==> config.mk <==
export PLATFORM = sky130hd
export DESIGN_NAME = mseq_lfsr_gen_flat
export DESIGN_NICKNAME = d
export VERILOG_FILES = /design/src/rtl/mseq_lfsr_gen_pkg.sv /design/src/rtl/mseq_lfsr_gen_if.sv /design/src/rtl/mseq_lfsr_gen_core.sv /design/src/rtl/mseq_lfsr_gen.sv /design/src/flat_wrapper.sv
export SDC_FILE = /design/constraint.sdc
export NUM_CORES = 1
export LEC_CHECK = 0
export BUFFER_PORTS_ARGS = -buffer_cell sky130_fd_sc_hd__clkbuf_2
export CAP_MARGIN = 10
export CORE_AREA = 2 2 126 128
export DETAILED_ROUTE_END_ITERATION = 8
export DIE_AREA = 0 0 128 130
export PLACE_DENSITY = 0.69
export SLEW_MARGIN = 25
export SYNTH_ARGS = -nofsm -noshare
export SYNTH_HDL_FRONTEND = slang
export SYNTH_SLANG_ARGS = --single-unit
==> constraint.sdc <==
create_clock -name clk -period 2.9 [get_ports clk]
set_input_delay 0.29 -clock clk [delete_from_list [all_inputs] [get_ports clk]]
set_output_delay 0.29 -clock clk [all_outputs]
set_load 0.01 [all_outputs]
==> src/rtl/mseq_lfsr_gen_pkg.sv <==
// Shared constants, seed fold and FSM state type for the M-sequence generators.
// Latency: none (types and a combinational helper only).
// Backpressure: not applicable.
package mseq_pkg;

    localparam int          SEED_W         = 288;
    localparam int          LFSR_W         = 32;
    // Feedback taps of x^32+x^22+x^2+x+1 as bit positions 31, 21, 1, 0 of the state.
    localparam logic [31:0] MSEQ_POLY_TAPS = 32'h8020_0003;
    localparam int          MSEQ_NUM       = 4;

    typedef enum logic [1:0] {
        IDLE = 2'd0,
        LOAD = 2'd1,
        RUN  = 2'd2
    } mseq_state_t;

    // XOR of the nine 32-bit chunks of the chaotic seed.
    function automatic logic [LFSR_W-1:0] fold_seed(input logic [SEED_W-1:0] seed);
        logic [LFSR_W-1:0] f;
        f = '0;
        for (int k = 0; k < SEED_W / LFSR_W; k++) begin
            f ^= seed[LFSR_W*k +: LFSR_W];
        end
        return f;
    endfunction

endpackage

==> src/rtl/mseq_lfsr_gen_if.sv <==
// Valid/ready stream carrying PRBS words from a generator to its consumer.
// Latency: none (wires only).
// Backpressure: consumer holds dout_ready low; the master keeps dout stable meanwhile.
interface mseq_lfsr_gen_if #(
    parameter int OUT_W = 8
);
    logic [OUT_W-1:0] dout;
    logic             dout_valid;
    logic             dout_ready;

    modport master (output dout, output dout_valid, input dout_ready);
    modport slave  (input dout, input dout_valid, output dout_ready);
endinterface

==> src/rtl/mseq_lfsr_gen_core.sv <==
// Combinational N-step advance of the 32-bit Fibonacci LFSR, collecting the output bits.
// Latency: 0 cycles (pure combinational unroll).
// Backpressure: none; the caller decides whether to register the result.
module mseq_lfsr_core
    import mseq_pkg::*;
#(
    parameter int N = 8
) (
    input  logic [LFSR_W-1:0] state_in,
    output logic [LFSR_W-1:0] state_out,
    output logic [N-1:0]      word
);

    logic [LFSR_W-1:0] s;

    // Step N times; the first bit shifted out lands in the word MSB.
    always_comb begin
        s    = state_in;
        word = '0;
        for (int i = 0; i < N; i++) begin
            word[N-1-i] = s[LFSR_W-1];
            s           = {s[LFSR_W-2:0], ^(s & MSEQ_POLY_TAPS)};
        end
        state_out = s;
    end

endmodule

==> src/rtl/mseq_lfsr_gen.sv <==
// Seeded PRBS generator: folds a 288-bit seed into a 32-bit LFSR and streams OUT_W-bit words.
// Latency: strobe at edge T -> first word valid after edge T+2; then 1 word/cycle.
// Backpressure: word and LFSR hold while dout_valid && !dout_ready. Option macro: MSEQ_STATS_EN.
module mseq_lfsr_gen #(
    parameter int          SEED_W   = 288,
    parameter int          MSEQ_IDX = 0,
    parameter int          OUT_W    = 8,
    parameter logic [31:0] ZERO_SUB = 32'h0000_0001
) (
    input  logic              clk,
    input  logic              rst_n,
    input  logic [SEED_W-1:0] mseq_din,
    input  logic [3:0]        mseq_din_valid,
    mseq_lfsr_gen_if.master   out_if,
    output logic              seeded,
    output logic [15:0]       reseed_cnt
`ifdef MSEQ_STATS_EN
    ,
    output logic [31:0]       word_cnt
`endif
);

    mseq_pkg::mseq_state_t state_q, state_d;

    logic             load;
    logic             gen;
    logic             accept;
    logic [31:0]      fold_raw;
    logic [31:0]      fold_val;
    logic [31:0]      lfsr_q;
    logic [31:0]      lfsr_adv;
    logic [OUT_W-1:0] word;
    logic [OUT_W-1:0] dout_q;
    logic             dout_valid_q;

    // Strobes meant for the sibling generators are deliberately not looked at.
    logic unused_strobes;
    assign unused_strobes = ^mseq_din_valid;

    assign load     = mseq_din_valid[MSEQ_IDX];
    assign accept   = dout_valid_q && out_if.dout_ready;
    assign fold_raw = mseq_pkg::fold_seed(mseq_din);
    // An all-zero LFSR would lock up, so a zero fold is replaced.
    assign fold_val = (fold_raw == '0) ? ZERO_SUB : fold_raw;

    assign out_if.dout       = dout_q;
    assign out_if.dout_valid = dout_valid_q;

    mseq_lfsr_core #(.N(OUT_W)) u_core (
        .state_in  (lfsr_q),
        .state_out (lfsr_adv),
        .word      (word)
    );

    // State register.
    always_ff @(posedge clk or negedge rst_n) begin
        if (!rst_n) state_q <= mseq_pkg::IDLE;
        else        state_q <= state_d;
    end

    // Next state and word-generate decision; a load strobe always wins.
    always_comb begin
        state_d = state_q;
        gen     = 1'b0;
        case (state_q)
            mseq_pkg::IDLE: if (load) state_d = mseq_pkg::LOAD;
            mseq_pkg::LOAD: state_d = load ? mseq_pkg::LOAD : mseq_pkg::RUN;
            mseq_pkg::RUN: begin
                if (load) state_d = mseq_pkg::LOAD;
                else      gen     = !dout_valid_q || out_if.dout_ready;
            end
            default: state_d = mseq_pkg::IDLE;
        endcase
    end

    // LFSR, output word register and seed bookkeeping; a load drops any pending word.
    always_ff @(posedge clk or negedge rst_n) begin
        if (!rst_n) begin
            lfsr_q       <= '0;
            dout_q       <= '0;
            dout_valid_q <= 1'b0;
            seeded       <= 1'b0;
            reseed_cnt   <= '0;
        end else if (load) begin
            lfsr_q       <= fold_val;
            dout_valid_q <= 1'b0;
            seeded       <= 1'b1;
            reseed_cnt   <= reseed_cnt + 16'd1;
        end else if (gen) begin
            lfsr_q       <= lfsr_adv;
            dout_q       <= word;
            dout_valid_q <= 1'b1;
        end
    end

`ifdef MSEQ_STATS_EN
    // Accepted-word counter, saturating, restarted by each new seed.
    always_ff @(posedge clk or negedge rst_n) begin
        if (!rst_n)                       word_cnt <= '0;
        else if (load)                    word_cnt <= '0;
        else if (accept && word_cnt != '1) word_cnt <= word_cnt + 32'd1;
    end
`else
    logic unused_accept;
    assign unused_accept = accept;
`endif

endmodule

==> src/flat_wrapper.sv <==
// flat-port wrapper written by rule: the top's interface ports become plain ports
module mseq_lfsr_gen_flat 
#(
    parameter int          SEED_W   = 288,
    parameter int          MSEQ_IDX = 0,
    parameter int          OUT_W    = 8,
    parameter logic [31:0] ZERO_SUB = 32'h0000_0001
)
  (clk, rst_n, mseq_din, mseq_din_valid, seeded, reseed_cnt, out_if_dout, out_if_dout_valid, out_if_dout_ready);
  mseq_lfsr_gen_if #(.OUT_W(OUT_W)) out_if_i ();
  input  logic clk;
  input  logic rst_n;
  input  logic [SEED_W-1:0] mseq_din;
  input  logic [3:0] mseq_din_valid;
  output logic seeded;
  output logic [15:0] reseed_cnt;
  output wire logic [$bits(out_if_i.dout)-1:0] out_if_dout;
  output wire logic [$bits(out_if_i.dout_valid)-1:0] out_if_dout_valid;
  input wire logic [$bits(out_if_i.dout_ready)-1:0] out_if_dout_ready;
  assign out_if_dout = out_if_i.dout;
  assign out_if_dout_valid = out_if_i.dout_valid;
  assign out_if_i.dout_ready = out_if_dout_ready;
  mseq_lfsr_gen #(.SEED_W(SEED_W), .MSEQ_IDX(MSEQ_IDX), .OUT_W(OUT_W), .ZERO_SUB(ZERO_SUB)) u_core (.clk(clk), .rst_n(rst_n), .mseq_din(mseq_din), .mseq_din_valid(mseq_din_valid), .out_if(out_if_i), .seeded(seeded), .reseed_cnt(reseed_cnt));
endmodule
==> reports/results.tsv, run 1 <==
stage	metric	value	unit
placement	Final Wtd Congestion	0.790	
synth	Post-Synthesis Cell Area	5190	um2
floorplanning	Row Count	46	
worst_setup_path	CP max stage delay	0.49	ns
grt	largest net degree at the start of global routing	71	
final_layout	Layout Nets	1109	
grt	Congestion Overflow GR	0	
power	Worst VDD drop	0.614	mV
min_path	beginning of the worst hold path	mseq_din_valid[0]	
placement	placed cell count	993	
power	Cell Pwr Density	686	nW/um2
placement	I/O Buffers	317	
floorplanning	Die X-Extent	128	um
sta	Final period util	0.767	
synth	largest family of logic cells by synthesized area	XOR/XNOR gates	
final_layout	Area Growth Syn to Fin	41.0	%
power	Logic pwr share	0.532	
final_layout	storage element area	1500	um2
clocking	postcts setup bufs	0	
route	post-route ant nets	0	
min_path	worst min-delay path category	in2reg	
synth	Post-Synth Adder-Cell Area	0.00241	
clocking	CTS Sinks	60	
worst_setup_path	Crit-path slowest cell	xnor3_2	
worst_setup_path	Worst EP required	3.06	ns
sta	worst-margin pin slew	0.665	ns
worst_setup_path	critical path peak fanout	3	
run	Max Cap Violations	0	
route	final WL	13000	um
worst_setup_path	start of the worst register-to-register path	u_core.lfsr_q[20]	
final_layout	fill count	1519	
floorplanning	core area	15400	um2
route	per-cell routed wire length	12.8	um
worst_setup_path	crit-path most repeated cell	xnor2_1	
route	DRT Pass-1 Iters	4	
synth	Post-Syn Instances	490	
worst_setup_path	Cell Chain, Critical Path	xnor3_2 -> xnor2_2 -> xnor2_1 -> xnor2_1 -> xnor3_1 -> nand2b_1 -> a32oi_1	
synth	Yosys reg bits	60	
outcome	status	complete, no violations	
sta	Rel. slew slack	0.557	
power	Clock Power Share	0.191	
final_layout	ant diodes	0	
final_layout	share of cells above drive strength 1	0.446	
final_layout	multi-input logic area	3650	um2
synth	Syn. warnings	0	
synth	Synth Area in Simple Gates	0.0622	
synth	xor-xnor portion of the synthesized cell area	0.521	
sta	setup TNS	0	ns
synth	post-synthesis mux area share	0.0750	
clocking	H-tree depth	3	
sta	RSZ-0062 raised after global routing	false	
synth	Synth Area in Compound Gates	0.0407	
synth	Avg Inst Size Synth	10.6	um2
final_layout	most common cell after layout, fill and taps aside	clkbuf_2	
worst_setup_path	crit path DAT	2.39	ns
route	vias per inst	4.42	
final_layout	most frequent cells in the layout	clkbuf_2 (317), xnor2_1 (171), xor2_1 (74)	
clocking	Post-CTS Resized	0	
final_layout	final core utilization	0.475	
sta	Fmax	450	MHz
final_layout	Finished Layout Cells	1010	
clocking	CTS root buf	clkbuf_16	
clocking	CTS tree	yes	
floorplanning	io pins	321	
sta	Period minus WS final	2.22	ns
sta	# setup viols final	0	
sta	final-report max-slew violation count	0	
route	Iter 0 DRT Violations	129	
clocking	cts hold-fix bufs	1	
floorplanning	Die Footprint	16600	um2
clocking	worst-case clock buffer depth	2	
synth	sequential share of the synthesized area	0.289	
worst_setup_path	crit start category	flop	
power	Final Total Pwr	5.02	mW
power	NetSw	1.79	mW
grt	Total GRT Usage	0.154	
grt	vias in the first global route	4359	
placement	hpwl dp	11200	um
power	Flop pwr share	0.277	
power	Leak	3.67	nW
synth	count of cell types in the netlist	29	
synth	post-synth net total	786	
grt	first-pass GRT wire length	20200	um
clocking	worst skew pair latency	0.32	ns
floorplanning	Initial Utilization	0.337	
worst_setup_path	Crit Path Category	reg2reg	
power	internal power	3.23	mW
grt	antenna violations before repair	0	
route	via count	4463	
sta	Worst Hold Margin	0.413	ns
sta	Post-Route Skew	0.00601	ns
floorplanning	Die H	130	um
power	Sw Ratio	0.356	
route	drt drc	0	
sta	final hold vios	0	
clocking	CTS clk-pin slew, worst paths	0.05	ns
clocking	total CTS buffers	9	
worst_setup_path	Worst Setup SP	u_core.lfsr_q[20]	
worst_setup_path	Worst Setup End Kind	flop	
layer usage:
metal	track usage	share of wire	vias to the layer above
met5	0	0.00046	-
met4	0.0388	0.0047	2
met3	0.0324	0.064	6
met2	0.296	0.54	171
met1	0.174	0.39	2025
li1	-	-	2259
state kept, by name (all words and copies together) (netlist names):
signal / count
u_core.reseed_cnt: 16
u_core.out_if.dout_valid: 1
u_core.state_q: 2
u_core.out_if.dout: 8
u_core.seeded: 1
u_core.lfsr_q: 32
Yosys cell counts:
| master | instances | share of area |
|---|---|---|
| xnor2_1 | 171 | 0.29 |
| xor2_1 | 74 | 0.12 |
| dfrtp_1 | 60 | 0.29 |
| nor2_1 | 29 | 0.021 |
| mux2_2 | 23 | 0.050 |
| xnor3_1 | 23 | 0.10 |
| a21oi_1 | 22 | 0.021 |
| nand2_1 | 18 | 0.013 |
| mux2i_1 | 13 | 0.025 |
| nand4_1 | 10 | 0.012 |
| o21ai_0 | 10 | 0.0096 |
| clkbuf_1 | 9 | 0.0065 |
| a211oi_1 | 4 | 0.0058 |
| nor4_1 | 4 | 0.0048 |
| and3_1 | 3 | 0.0036 |
| nand3_1 | 3 | 0.0029 |
| buf_1 | 2 | 0.0014 |
| a21boi_0 | 1 | 0.0014 |
| a32oi_1 | 1 | 0.0017 |
| and2_1 | 1 | 0.0012 |
| buf_2 | 1 | 0.00096 |
| ha_1 | 1 | 0.0024 |
| inv_1 | 1 | 0.00072 |
| nand2b_1 | 1 | 0.0012 |
| nor2b_1 | 1 | 0.0012 |
| o21ai_1 | 1 | 0.00096 |
| or2_2 | 1 | 0.0012 |
| xnor2_2 | 1 | 0.0031 |
| xnor3_2 | 1 | 0.0046 |
kinds of logic after synthesis:
family	Yosys count
AOI/OAI and AO/OA	39
xor gates and xnor gates	270
adders and majority gates	1
buffers and inverters	13
DFF	60
muxes	36
and+or+nand+nor	71
area by class of cell:
cell class / instances / area share
Multi-Input combinational cell: 417 / 0.499
Timing Repair Buffer: 324 / 0.226
Sequential cell: 60 / 0.205
Clock buffer: 11 / 0.0332
Tap cell: 192 / 0.0328
Clock inverter: 5 / 0.00376
Inverter: 1 / 0.000513
worst max-delay path: cells and delay by family (launching register included):
family	cells	cell delay, ns
and+or+nand+nor	1	0.08
xor gates and xnor gates	5	1.56
AOI/OAI and AO/OA	1	0.05
DFF	1	0.38
metrics by stage:
step | cell area (um2) | setup slack (ns)
after floorplan | 5190 | 0.857
after global placement | 7040 | 0.572
after detailed placement | 7040 | 0.516
after CTS | 7320 | 0.662
after global routing | 7320 | 0.524
final | 7320 | 0.676
worst paths after layout:
kind / to / slack (ns) / cells past startpoint
max: u_core.lfsr_q[0] / 0.68 / 7
min: u_core.reseed_cnt[5] / 0.41 / 4
max reg2reg: u_core.lfsr_q[0] / 0.68 / 7
min reg2reg: u_core.seeded / 0.47 / 1
max in group asynchronous: u_core.lfsr_q[20] / 1.69 / 3
min in group asynchronous: u_core.reseed_cnt[15] / 0.47 / 2
power by group through the flow:
| stage | clock, mW | combinational, mW | sequential, mW |
|---|---|---|---|
| after global routing | 1.03 | 2.93 | 1.43 |
| final | 0.961 | 2.67 | 1.39 |
| after global placement | 0 | 2.68 | 1.39 |
| after detailed placement | 0 | 2.71 | 1.40 |
| after floorplan | 0 | 1.97 | 1.37 |
| after CTS | 0.986 | 2.72 | 1.39 |
Note: power is estimated with default switching activity, not from simulation.
==> run 2, diff against run 1 <==
==> constraint.sdc (replaced) <==
create_clock -name clk -period 2.3 [get_ports clk]
set_input_delay 0.23 -clock clk [delete_from_list [all_inputs] [get_ports clk]]
set_output_delay 0.23 -clock clk [all_outputs]
set_load 0.01 [all_outputs]
==> run 2 against run 1 <==
Compared with the run above: first-iteration DRC count shrank 9.3%; clock power grew 51%; core utilization grew 0.61 points; non-clock buffer count grew 7; sequential share of layout area shrank 0.26 points; clock skew is essentially flat; register-to-register slack lost 0.49 ns; combinational power grew 34%; wire length shrank 2.2%; largest power group unchanged.
==> reports/results.tsv, run 2 (same netlist as run 1, synthesis figures left out) <==
stage	metric	value	unit
route	vias per inst	4.41	
sta	Fmax	474	MHz
placement	I/O Buffers	317	
clocking	CTS root buf	clkbuf_16	
final_layout	share of cells above drive strength 1	0.453	
sta	final-report max-slew violation count	0	
power	NetSw	2.29	mW
final_layout	Largest Register	u_core.lfsr_q	
sta	RSZ-0062 raised after global routing	false	
floorplanning	Die Footprint	16600	um2
sta	Final period util	0.918	
placement	hpwl dp	11000	um
floorplanning	io pins	321	
final_layout	ant diodes	0	
final_layout	number of flip-flops in the largest register	32	
route	DRT Pass-1 Iters	4	
floorplanning	Row Count	46	
placement	Final Wtd Congestion	0.762	
worst_setup_path	crit start category	flop	
worst_setup_path	critical path peak fanout	2	
clocking	CTS Sinks	60	
worst_setup_path	start of the worst register-to-register path	u_core.lfsr_q[0]	
route	final WL	12700	um
power	internal power	4.48	mW
worst_setup_path	RR Endpoint	u_core.lfsr_q[0]	
clocking	postcts setup bufs	0	
grt	largest net degree at the start of global routing	61	
clocking	H-tree depth	3	
clocking	CTS clk-pin slew, worst paths	0.06	ns
worst_setup_path	Worst Setup End Kind	flop	
route	drt drc	0	
clocking	worst-case clock buffer depth	2	
grt	antenna violations before repair	0	
power	Clock Power Share	0.214	
run	Max Cap Violations	0	
placement	placed cell count	1001	
route	post-route ant nets	0	
power	Sw Ratio	0.339	
power	Cell Pwr Density	913	nW/um2
route	per-cell routed wire length	12.5	um
final_layout	final core utilization	0.481	
clocking	total CTS buffers	9	
clocking	cts hold-fix bufs	0	
outcome	status	complete, no violations	
floorplanning	Initial Utilization	0.337	
worst_setup_path	crit path DAT	2.30	ns
grt	first-pass GRT wire length	19500	um
sta	worst-margin pin slew	0.760	ns
worst_setup_path	flop-to-flop setup slack	0.19	ns
power	Logic pwr share	0.530	
sta	Rel. slew slack	0.493	
final_layout	Area Growth Syn to Fin	42.8	%
sta	setup TNS	0	ns
worst_setup_path	R2R cell count	7	
route	via count	4486	
clocking	worst skew pair latency	0.32	ns
clocking	Post-CTS Resized	0	
floorplanning	Die H	130	um
clocking	CTS tree	yes	
grt	vias in the first global route	4270	
route	Iter 0 DRT Violations	117	
sta	Post-Route Skew	0.00593	ns
floorplanning	Die X-Extent	128	um
floorplanning	core area	15400	um2
min_path	worst min-delay path category	in2async	
grt	Congestion Overflow GR	0	
final_layout	most frequent cells in the layout	clkbuf_2 (317), xnor2_1 (171), xor2_1 (74)	
worst_setup_path	Crit Path Category	reg2reg	
final_layout	Layout Nets	1116	
sta	Period minus WS final	2.11	ns
worst_setup_path	Worst EP required	2.49	ns
grt	Total GRT Usage	0.147	
sta	# setup viols final	0	
power	Worst VDD drop	0.689	mV
final_layout	most common cell after layout, fill and taps aside	clkbuf_2	
final_layout	Finished Layout Cells	1017	
power	Flop pwr share	0.257	
sta	final hold vios	0	
power	Leak	3.72	nW
-- run 2: worst max-delay path by stage --
stage	startpoint	end	depth (start not counted)
6_report	u_core.lfsr_q[0]	u_core.lfsr_q[0]	7
3_3_place_gp	mseq_din[113]	u_core.lfsr_q[0]	8
3_5_place_dp	mseq_din[97]	u_core.lfsr_q[0]	8
2_1_floorplan	u_core.lfsr_q[0]	u_core.lfsr_q[0]	7
5_1_grt	u_core.lfsr_q[0]	u_core.lfsr_q[0]	7
4_1_cts	u_core.lfsr_q[0]	u_core.lfsr_q[0]	7
-- run 2: worst max-delay path, cell delays in order, from the launching register on --
cell,delay [ns]
dfrtp_1,0.40
xnor3_2,0.43
xnor2_2,0.18
xnor2_1,0.25
xnor2_1,0.17
xnor3_1,0.42
nand2b_1,0.09
a32oi_1,0.05
-- run 2: per-layer routing --
layer  global-route usage  share of wire
met1                0.166           0.39
met2                0.281           0.52
met3               0.0361          0.077
met4               0.0336         0.0082
met5                    0              0
-- run 2: layout make-up --
class / count / area (um2)
Fill cell: 1494 / 8010
Multi-Input combinational cell: 417 / 3650
Timing Repair Buffer: 331 / 1690
Sequential cell: 60 / 1500
Tap cell: 192 / 240
Clock buffer: 9 / 225
Clock inverter: 7 / 101
Inverter: 1 / 3.75
-- run 2: stage by stage --
stage	setup WS (ns)	instance area, um2	hold slack (ns)	power, mW
2_1_floorplan	0.257	5190	-0.0656	4.20
3_3_place_gp	0.146	7090	0.433	5.36
3_5_place_dp	0.0565	7090	0.437	5.39
4_1_cts	0.182	7410	0.0893	6.87
5_1_grt	0.0828	7410	0.123	7.25
6_report	0.188	7410	0.0494	6.77
-- run 2: power groups by stage --
| stage | registers [mW] | logic, mW | clock network [mW] |
|---|---|---|---|
| floorplan | 1.72 | 2.48 | 0 |
| global placement | 1.75 | 3.61 | 0 |
| detailed placement | 1.75 | 3.64 | 0 |
| CTS | 1.74 | 3.65 | 1.48 |
| global route | 1.80 | 3.94 | 1.52 |
| finish | 1.74 | 3.59 | 1.45 |
==> run 3, diff against run 2 <==
--- a/config.mk
+++ b/config.mk
@@ -5,12 +5,12 @@
 export SDC_FILE = /design/constraint.sdc
 export NUM_CORES = 1
 export LEC_CHECK = 0
+export ABC_AREA = 1
 export BUFFER_PORTS_ARGS = -buffer_cell sky130_fd_sc_hd__clkbuf_2
 export CAP_MARGIN = 10
-export CORE_AREA = 2 2 126 128
+export CORE_UTILIZATION = 48
 export DETAILED_ROUTE_END_ITERATION = 8
-export DIE_AREA = 0 0 128 130
-export PLACE_DENSITY = 0.69
+export PLACE_DENSITY = 0.84
 export SLEW_MARGIN = 25
 export SYNTH_ARGS = -nofsm -noshare
 export SYNTH_HDL_FRONTEND = slang
==> run 3 against run 2 <==
Compared with the run above: design area is 25% higher; register-to-register slack better by 0.35 ns; flip-flop and latch count stayed put; largest cell class unchanged; first-iteration DRC count grew to 3.0 times the previous value; via count is 80% higher; critical path type unchanged; sequential share of layout area is 4.1 points lower; clock skew is 0.0023 ns higher; critical path depth stayed put; worst setup slack better by 0.35 ns.
==> reports/results.tsv, run 3 <==
stage	metric	value	unit
outcome	status	complete, no violations	
clocking	worst skew pair latency	0.33	ns
sta	final hold vios	0	
final_layout	Layout Nets	1832	
route	post-route ant nets	0	
final_layout	Area Growth Syn to Fin	29.5	%
worst_setup_path	Worst EP required	2.53	ns
power	Sw Ratio	0.391	
route	Iter 0 DRT Violations	347	
sta	Final period util	0.764	
clocking	CTS clk-pin slew, worst paths	0.05	ns
route	final WL	18100	um
final_layout	number of flip-flops in the largest register	32	
worst_setup_path	crit start category	flop	
final_layout	storage element area	1500	um2
synth	Syn. warnings	0	
sta	worst-margin pin slew	0.707	ns
sta	Fmax	569	MHz
final_layout	Finished Layout Cells	1725	
floorplanning	io pins	321	
synth	count of cell types in the netlist	32	
final_layout	most frequent cells in the layout	nand2_1 (485), clkbuf_2 (317), inv_1 (196)	
synth	most common cell in the synthesized netlist	nand2_1	
power	NetSw	2.04	mW
route	drt drc	0	
grt	Total GRT Usage	0.237	
worst_setup_path	critical path peak fanout	26	
route	via count	8086	
clocking	CTS root buf	clkbuf_16	
placement	pre-CTS setup slack	0.540	ns
clocking	worst-case clock buffer depth	2	
synth	Avg Inst Size Synth	5.89	um2
placement	hpwl dp	15900	um
grt	largest net degree at the start of global routing	28	
final_layout	final core utilization	0.638	
synth	post-synth net total	1512	
floorplanning	Die Footprint	15400	um2
min_path	worst min-delay path category	in2reg	
floorplanning	Row Count	44	
route	DRT Pass-1 Iters	7	
clocking	CTS Sinks	60	
sta	setup TNS	0	ns
clocking	total CTS buffers	9	
placement	Final Wtd Congestion	0.902	
run	Max Cap Violations	0	
synth	ys async rst share	1.00	
synth	Post-Synthesis Cell Area	7160	um2
floorplanning	core area	14500	um2
synth	commonest cells in the netlist	nand2_1 (485), inv_1 (196), nand3_1 (130)	
floorplanning	Die H	124	um
route	per-cell routed wire length	10.5	um
sta	Period minus WS final	1.76	ns
power	Final Total Pwr	5.20	mW
final_layout	Largest Register	u_core.lfsr_q	
grt	antenna violations before repair	0	
power	Leak	5.78	nW
clocking	H-tree depth	3	
power	Logic pwr share	0.448	
power	internal power	3.16	mW
synth	sequential share of the synthesized area	0.210	
synth	top_reg_cell synth	dfrtp_1	
power	Clock Power Share	0.262	
power	Cell Pwr Density	561	nW/um2
placement	I/O Buffers	317	
grt	first-pass GRT wire length	29200	um
power	Worst VDD drop	0.391	mV
worst_setup_path	Crit Path Category	reg2reg	
floorplanning	Initial Utilization	0.492	
final_layout	multi-input logic area	4820	um2
floorplanning	Die X-Extent	124	um
worst_setup_path	Worst Setup End Kind	flop	
route	vias per inst	4.69	
power	Flop pwr share	0.290	
sta	RSZ-0062 raised after global routing	false	
grt	Congestion Overflow GR	0	
synth	largest cells by area after synthesis	nand2_1 (25%), dfrtp_1 (21%), xnor2_1 (13%)	
clocking	cts hold-fix bufs	1	
placement	placed cell count	1708	
worst_setup_path	crit path DAT	1.99	ns
clocking	Post-CTS Resized	0	
sta	Post-Route Skew	0.00825	ns
final_layout	ant diodes	0	
clocking	postcts setup bufs	0	
synth	Synth area leader	nand2_1	
final_layout	fill count	1361	
grt	vias in the first global route	7151	
synth	post-synth top area share	0.254	
final_layout	most common cell after layout, fill and taps aside	nand2_1	
synth	Yosys reg bits	60	
sta	# setup viols final	0	
final_layout	share of cells above drive strength 1	0.235	
sta	Rel. slew slack	0.529	
sta	fin worst setup slack	0.542	ns
synth	EDFF count, synth	0	
sta	final-report max-slew violation count	0	
synth	Post-Syn Instances	1216	
clocking	CTS tree	yes	
## run 3: kinds of logic after synthesis
group,after synthesis,share of synthesized area
AO/OA/AOI/OAI,73,0.0559
XOR/XNOR,173,0.212
adder cells (fa/ha/maj),1,0.00175
buffers and inverters,216,0.116
flip-flops,60,0.210
AND/OR/NAND/NOR,693,0.405
## run 3: power by group through the flow
stage                     sequential [mW]  combinational [mW]  clock (mW)
after floorplan                      1.49                1.57           0
after global routing                 1.54                2.68        1.42
after global placement               1.51                2.27           0
after CTS                            1.51                2.35        1.38
final                                1.51                2.33        1.36
after detailed placement             1.52                2.34           0
## run 3: final timing paths
| path | startpoint | to | depth (start not counted) | slack [ns] |
|---|---|---|---|---|
| hold reg to reg | u_core.state_q[1] | u_core.state_q[0] | 1 | 0.45 |
| max in group asynchronous | rst_n | u_core.lfsr_q[9] | 3 | 1.20 |
| setup reg to reg | u_core.state_q[0] | u_core.lfsr_q[4] | 7 | 0.54 |
| setup / recovery | u_core.state_q[0] | u_core.lfsr_q[4] | 7 | 0.54 |
| min in group asynchronous | rst_n | u_core.reseed_cnt[13] | 2 | 0.49 |
| hold / removal | mseq_din_valid[0] | u_core.reseed_cnt[2] | 4 | 0.30 |
## run 3: final cells by class
cell class | count | share of cell area
multi-input combinational | 940 | 0.520
timing repair buffer | 325 | 0.179
sequential | 60 | 0.162
clock buffer | 12 | 0.0277
inverter | 200 | 0.0810
clock inverter | 4 | 0.00513
tap | 184 | 0.0248
## run 3: metal layers
layer / part of all wire / routed length [um] / global-route usage
met1: 0.41 / 7500 / 0.272
met2: 0.52 / 9370 / 0.453
met3: 0.058 / 1040 / 0.0394
met4: 0.012 / 213 / 0.0551
met5: 0 / 0 / 0
## run 3: worst max-delay path, stage by stage, from the launching register on
cell and delay, ns:
dfrtp_1 0.39, nor2_1 0.17, o21ai_2 0.10, nor2_4 0.23, nor2_4 0.12, inv_2 0.35, nor2_1 0.07, a221oi_1 0.21
## run 3: stage by stage
step	area (um2)	hold slack, ns
3_3_place_gp	8960	0.298
3_5_place_dp	8960	0.300
4_1_cts	9270	0.304
5_1_grt	9270	0.335
2_1_floorplan	7160	-0.0656
6_report	9270	0.305
